File: config.mk
export PLATFORM = sky130hd
export DESIGN_NAME = instruction_fetch
export DESIGN_NICKNAME = d
export VERILOG_FILES = /design/src/rtl/fetch_pkg.sv /design/src/rtl/fetch_queue.sv /design/src/rtl/instruction_fetch.sv
export SDC_FILE = /design/constraint.sdc
export NUM_CORES = 1
export LEC_CHECK = 0
export BUFFER_PORTS_ARGS = -buffer_cell sky130_fd_sc_hd__buf_2
export CAP_MARGIN = 20
export CORE_MARGIN = 2
export CORE_UTILIZATION = 50
export DETAILED_ROUTE_END_ITERATION = 12
export MAX_ROUTING_LAYER = met4
export PLACE_DENSITY_LB_ADDON = 0.3
export SLEW_MARGIN = 10
export SYNTH_ARGS = -nofsm -noshare
export SYNTH_HDL_FRONTEND = slang
export SYNTH_HIERARCHICAL = 1
export SYNTH_SLANG_ARGS = --single-unit
export TNS_END_PERCENT = 30
File: constraint.sdc
create_clock -name clk -period 2.9 [get_ports clk]
set_clock_uncertainty 0.15 [all_clocks]
set_input_delay 0.29 -clock clk [delete_from_list [all_inputs] [get_ports clk]]
set_output_delay 0.29 -clock clk [all_outputs]
set_load 0.005 [all_outputs]
File: src/rtl/fetch_pkg.sv
// Shared types for the instruction fetch unit: widths, fetch state and the
// {pc, instr} record that travels through the fetch queue toward decode.
package fetch_pkg;

  localparam int INSTR_W = 32;
  localparam int ADDR_W  = 32;

  typedef enum logic {
    RUN  = 1'b0,
    HALT = 1'b1
  } fetch_state_t;

  typedef struct packed {
    logic [ADDR_W-1:0]  pc;
    logic [INSTR_W-1:0] instr;
  } fetch_entry_t;

endpackage

File: src/rtl/fetch_queue.sv
// In-order circular buffer of fetch entries; flush empties it and wins over
// any push or pop in the same cycle. Head is read straight from storage.
module fetch_queue
  import fetch_pkg::*;
#(
  parameter int DEPTH = 2
) (
  input  logic         clk,
  input  logic         reset,
  input  logic         push,
  input  logic         pop,
  input  logic         flush,
  input  fetch_entry_t din,
  output logic         full,
  output logic         empty,
  output fetch_entry_t head
);

  localparam int PTR_W = $clog2(DEPTH);
  localparam logic [PTR_W:0] FULL_COUNT = (PTR_W + 1)'(DEPTH);

  logic [PTR_W-1:0] rd_ptr;
  logic [PTR_W-1:0] wr_ptr;
  logic [PTR_W:0]   count;
  fetch_entry_t     slots [DEPTH];
  logic             do_push;
  logic             do_pop;

  assign empty   = (count == '0);
  assign full    = (count == FULL_COUNT);
  assign do_pop  = pop && !empty;
  assign do_push = push && (!full || do_pop);
  assign head    = slots[rd_ptr];

  always_ff @(posedge clk or negedge reset) begin
    if (!reset) begin
      rd_ptr <= '0;
      wr_ptr <= '0;
      count  <= '0;
    end else if (flush) begin
      rd_ptr <= '0;
      wr_ptr <= '0;
      count  <= '0;
    end else begin
      if (do_push) wr_ptr <= wr_ptr + 1'b1;
      if (do_pop)  rd_ptr <= rd_ptr + 1'b1;
      count <= count + {{PTR_W{1'b0}}, do_push} - {{PTR_W{1'b0}}, do_pop};
    end
  end

  // Storage is cleared on reset so the head reads as zero while empty.
  always_ff @(posedge clk or negedge reset) begin
    if (!reset) begin
      for (int i = 0; i < DEPTH; i++) slots[i] <= '0;
    end else if (do_push && !flush) begin
      slots[wr_ptr] <= din;
    end
  end

endmodule

File: src/rtl/instruction_fetch.sv
// Instruction fetch: owns the PC, reads the combinational instruction memory,
// queues {pc, instr} pairs for decode, handles redirects and halts on a bad PC.
module instruction_fetch
  import fetch_pkg::*;
#(
  parameter logic [ADDR_W-1:0] RESET_PC    = 32'h0000_0000,
  parameter int                MEM_SIZE    = 128,
  parameter int                QUEUE_DEPTH = 2
) (
  input  logic               clk,
  input  logic               reset,
  output logic [ADDR_W-1:0]  fetch_addr,
  input  logic [INSTR_W-1:0] fetch_instr,
  input  logic               redirect_valid,
  input  logic [ADDR_W-1:0]  redirect_pc,
  output logic               out_valid,
  input  logic               out_ready,
  output logic [INSTR_W-1:0] out_instr,
  output logic [ADDR_W-1:0]  out_pc,
  output logic               fault
);

  fetch_state_t      state_reg;
  fetch_state_t      state_next;
  logic [ADDR_W-1:0] pc_reg;
  logic [ADDR_W-1:0] pc_next;
  logic              pc_legal;
  logic              push;
  logic              pop;
  logic              flush;
  logic              q_full;
  logic              q_empty;
  fetch_entry_t      q_head;
  fetch_entry_t      q_din;

  // Word-index compare against the memory depth; no division needed.
  assign pc_legal = (pc_reg[1:0] == 2'b00) &&
                    ({2'b00, pc_reg[ADDR_W-1:2]} < ADDR_W'(MEM_SIZE));

  assign pop        = out_valid && out_ready;
  assign fetch_addr = pc_reg;
  assign out_valid  = !q_empty;
  assign out_pc     = q_head.pc;
  assign out_instr  = q_head.instr;
  assign fault      = (state_reg == HALT);
  assign q_din      = '{pc: pc_reg, instr: fetch_instr};

  always_ff @(posedge clk or negedge reset) begin
    if (!reset) begin
      state_reg <= RUN;
      pc_reg    <= RESET_PC;
    end else begin
      state_reg <= state_next;
      pc_reg    <= pc_next;
    end
  end

  always_comb begin
    state_next = state_reg;
    if (state_reg == RUN && !redirect_valid && !pc_legal) state_next = HALT;
  end

  // Redirect outranks both push and pop; HALT only lets the queue drain.
  always_comb begin
    push    = 1'b0;
    flush   = 1'b0;
    pc_next = pc_reg;
    if (state_reg == RUN) begin
      if (redirect_valid) begin
        flush   = 1'b1;
        pc_next = redirect_pc;
      end else if (pc_legal && (!q_full || pop)) begin
        push    = 1'b1;
        pc_next = pc_reg + ADDR_W'(4);
      end
    end
  end

  fetch_queue #(
    .DEPTH(QUEUE_DEPTH)
  ) u_queue (
    .clk  (clk),
    .reset(reset),
    .push (push),
    .pop  (pop),
    .flush(flush),
    .din  (q_din),
    .full (q_full),
    .empty(q_empty),
    .head (q_head)
  );

endmodule

# == After elaboration in Yosys (flattened, before gate mapping) ==
# Cells that the tools add are included.
# totals
rom_bits,0
input_bits,68
latchBits,0
mem_bits_rw,0
n_memories,0
ff_bits,165
elab_cells,62
# op_classes
add_sub_neg,5
reduce_logical,22
div,0
magnitude_cmp,4
shift,0
eq_ne,1
muxes,18
multipliers,0
n_bitwise,3
# ops
op,count
2-to-1 mux 64 bit,4
bitwise mux 128 bit,1
demux 64 bit (select 1 bit),1
2-to-1 mux 32 bit,2
"adder 32 x 3 -> 32 bit, second input constant",1
"< comparator 30 x 8 -> 1 bit, second input constant",1
logical AND 1 bit,9
2-to-1 mux 1 bit,9
nonzero test 2 bit,3
logical NOT 1 bit,5
">= comparator 2 bit, second input constant",2
logical NOT 2 bit,2
inverter 1 -> 2 bit,2
"adder 1 bit, second input constant",2
adder 2 x 1 -> 2 bit,1
"== test 2 bit, second input constant",1
logical OR 1 bit,2
"< comparator 2 x 1 -> 1 bit, second input constant",1
2-to-1 mux 2 bit,1
AND reduction 2 bit,1
subtractor 2 x 1 -> 2 bit,1
inverter 1 bit,1

# == Depth between registers and ports, before layout ==
# logic_depth
depth_word,12
mapped_depth,11

# == By module ==
# The synthesis kept the hierarchy.
# modules_own_cells
module,cells_each,area_per_inst_um2,n_inst
fetch_queue,365,5979.5,1
instruction_fetch,190,1910.6,1

# == Least setup slack after synthesis ==
# Ideal clock, no wire load.
# synth_timing
kind,register to register
start,register pc_reg[20] (netlist: fetch_addr[20])
end,register u_queue/slots[10] (netlist name)
period_less_slack_ns,2.435
arrival_ns,2.160
required_time_ns,2.625
path_buffers,2
path_slack_ns,0.465
stages_incl_launch_ff,9
cell_sequence,dfrtp_1 nor4_2 and4_4 nand2_1 nor2_1 and4b_1 buf_6 buf_6 mux2_4
# synth_via
elab_chain_cells,8
# synth_lines
element,line,source
from (decl),instruction_fetch.sv:25,logic [ADDR_W-1:0] pc_reg;
from (signal assigned),instruction_fetch.sv:54,pc_reg <= pc_next;
< comparator 30 x 8 -> 1 bit,instruction_fetch.sv:38,"({2'b00, pc_reg[ADDR_W-1:2]} < ADDR_W'(MEM_SIZE));"
logical AND 1 bit,instruction_fetch.sv:37,assign pc_legal = (pc_reg[1:0] == 2'b00) &&
logical AND 1 bit,instruction_fetch.sv:72,end else if (pc_legal && (!q_full || pop)) begin
2-to-1 mux 1 bit,instruction_fetch.sv:72,
2-to-1 mux 1 bit,instruction_fetch.sv:69,if (redirect_valid) begin
2-to-1 mux 1 bit,instruction_fetch.sv:68,if (state_reg == RUN) begin
net push,instruction_fetch.sv:28,logic push;
logical AND 1 bit,fetch_queue.sv:32,assign do_push = push && (!full || do_pop);
logical AND 1 bit,fetch_queue.sv:55,end else if (do_push && !flush) begin
"to (signal, indexed assignment)",fetch_queue.sv:56,slots[wr_ptr] <= din;
to (decl),fetch_queue.sv:25,fetch_entry_t slots [DEPTH];
# The timed path passes the listed nets, and every way through them passes these cells.
# A chain may end at the register's enable or synchronous reset.

# == Worst setup path in the final report ==
# layout_timing
start,register pc_reg[15] (netlist: fetch_addr[15])
end,register u_queue/slots[63] (netlist name)
# The elaborated chain is that of the path after synthesis.

==> metrics.txt <==
synth warn 6; DR vias/cell 5.438; crit path kind reg2reg; post-route DRC violation count 0; vias 5416; min-delay src redirect_pc[7]; top area cells in the synthesized netlist dfrtp_1 52%, mux2_2 18%, mux2_4 12%; Post-synth EDFFs 0; Worst Path Required 3.05 ns; Post-synth ARST share 100.0%; Max Root-Sink Buffers 2; Yosys top cell by area dfrtp_1; Clock Sink Count 165; Crit path max-delay family simple AND/OR/NAND/NOR gates; slew at the pin closest to its max-slew limit 0.8492 ns; Worst Setup End Kind flip-flop; Arr. time, crit path 2.78 ns; clock network latency to the later pin of the worst-skew pair 0.43 ns; Synth Cell Area 7890 um2; Setup Viol. Count Final 0; Critical path origin fetch_addr[15]; cell with the most instances after synthesis dfrtp_1; Final nets 844; ANT nets after route 0; Slew HR 43.39%; mux contribution to synthesized area 30.78%; HPWL Detailed 12430 um; setup TNS 0 ns; antenna fix cells 0; routability cong. 0.8446; Synth Instances 555; gr ovfl total 0; die width 129.6 um; Syn Nets 626; Root Driver clkbuf_16; Syn Area/Cell 14.22 um2; Initial Utilization 51.52%; multi-input logic area 3547 um2; Synth Area in Simple Gates 7.548%; Num CTS Buffers 17; sequential element share of the synthesized area 52.33%; Tmin final 2.629 ns; Lkg Pwr 5.203 nW; Seq pwr share 43.7%; final worst-path cycle share 90.66%; Critical Path Max Stage Delay 0.50 ns; reg2reg start fetch_addr[15]; Power Density 547.6 nW/um2; main flop type after synthesis dfrtp_1; Die Area 16800 um2; Worst-path clk slew 0.06 ns; CTS tree yes; cells along the critical path nor4_4 -> and4_4 -> nand2_1 -> nor2_1 -> and4b_4 -> buf_12 -> mux2_1; Die H 129.6 um; 1st-iter DRT viols 265; Int Pwr 4.417 mW; Synth Area in Compound Gates 5.614%; Sw Share 21.04%; GRT Total Usage 24.08%; final core utilization 66.71%; FF+latch count, synth 165; core area 15310 um2; net load switching power 1.177 mW; largest net degree at the start of global routing 72; fmax 380.3 MHz; area share of fa/ha/maj cells after synthesis 0.4757%; RSZ-0062 raised after global routing false; worst-path maximum fanout 21; largest family of logic cells by synthesized area multiplexers; Tot Pwr 5.594 mW; drt pass-1 iters 4; Hold Crit Class in2reg; vias in the first global route 5703; Post-synth top cells 165 x dfrtp_1, 129 x mux2_2, 62 x mux2_4; Netlist cell types 51; Setup crit start kind flip-flop; status completed; drt wl/cell 19.00 um; Final Max Slew Viols 0; Layout area overhead 29.48%; hold violation count in the final report 0; num ports 166; initial antenna violation count 0; Slowest-stage cell, CP dfrtp_1; max-cap violation count 0; # rows 45; share of cells above drive strength 1 54.52%; Peak VDD IR 0.4473 mV; clock power share 50.2%; Logic pwr share 6.0%; number of port buffers 165; first-pass GRT wire length 30150 um; Synth Area in XOR/XNOR 0.3330%; Final Routed Wirelength 18930 um; top-area cell type share of the netlist area 52.33%; Fillers 1141; Reg area 4130 um2; CTS HTree Levels 4; WP buf/inv 1
==> layer usage <==
metal  vias up  part of all wire (%)  wire length (um)  track usage [%]
met2       189                    48              9005            37.67
li1       2446                     -                 -                -
met5         -                     0                 0                -
met3        24                   6.1              1146            6.358
met4         0                   1.3               247            6.515
met1      2757                    45              8527            31.31
==> per-stage QoR <==
step / hold WS, ns / setup slack [ns] / instance area (um2) / cells
after floorplan: -0.1556 / 0.4648 / 7890 / 555
after global placement: 0.1460 / 0.3400 / 9025 / 920
after detailed placement: 0.1568 / 0.2926 / 9025 / 920
after CTS: 0.02873 / 0.2734 / 10220 / 996
after global routing: 0.03971 / 0.08517 / 10220 / 996
final: 0.03636 / 0.2707 / 10220 / 996
==> path summary, 6_finish.rpt <==
kind                       cells past startpoint           endpoint  slack (ns)
max                                            7  u_queue/slots[63]        0.27
min in group asynchronous                      2   u_queue/slots[6]        0.25
max reg2reg                                    7  u_queue/slots[63]        0.27
max in group asynchronous                      3  u_queue/slots[15]        1.44
min                                            3      fetch_addr[7]        0.04
min reg2reg                                    1   u_queue/slots[1]        0.34
==> layout make-up <==
class	count	area share (%)
well taps	211	2.584
clock buffers	18	4.299
repair buffers	229	14.68
clock inverters	13	2.952
flip-flops and latches	165	40.43
inverters	9	0.3307
multi-input cells	351	34.72
==> registers in the layout, summed over array words and instances (netlist names) <==
signal          count
u_queue/wr_ptr      1
u_queue/count       2
fault               1
u_queue/rd_ptr      1
fetch_addr         32
u_queue/slots     128
==> power groups by stage <==
stage	logic (mW)	clock network (mW)	registers (mW)
final	0.337	2.81	2.45
after detailed placement	0.288	0	2.49
after CTS	0.340	2.85	2.45
after global routing	0.373	2.96	2.46
after floorplan	0.106	0	2.47
after global placement	0.282	0	2.48
==> cells by family (layout without fill, tap and decap cells) <==
| kind of cell | after synthesis | after routing |
|---|---|---|
| AOI/OAI and AO/OA | 52 | 52 |
| xor gates and xnor gates | 3 | 3 |
| adders and majority gates | 3 | 3 |
| buffers and inverters | 39 | 269 |
| DFF | 165 | 165 |
| muxes | 195 | 195 |
| and+or+nand+nor | 98 | 98 |
==> worst register-to-register path: cells and delay by family (launching register included) <==
kind,cells,cell delay (ns)
multiplexers,1,0.36
buffers and inverters,1,0.24
AND/OR/NAND/NOR,5,1.26
flip-flops,1,0.50
==> layout by cell type (no fill, tap or decap), types with 5 or more instances in the layout <==
| cell type | count |
|---|---|
| dfrtp_1 | 164 |
| buf_2 | 164 |
| inv_1 | 8 |
| o22a_1 | 9 |
| bufinv_16 | 9 |
| mux2_4 | 62 |
| nor2b_1 | 8 |
| o211ai_1 | 6 |
| a32oi_1 | 5 |
| dlygate4sd3_1 | 45 |
| nor4_4 | 5 |
| nand2_1 | 32 |
| buf_4 | 13 |
| clkbuf_16 | 17 |
| a21oi_1 | 9 |
| nor2_1 | 23 |
| nand2b_1 | 6 |
| mux2_2 | 129 |
| buf_12 | 6 |
==> timing repair <==
action / in CTS / in global routing
gates resized for setup: 0 / 0
hold buffers: 45 / 0
endpoints found under the hold margin: 133 / 0
buffers inserted: 0 / 0
Power figures use the tool's default switching activity.
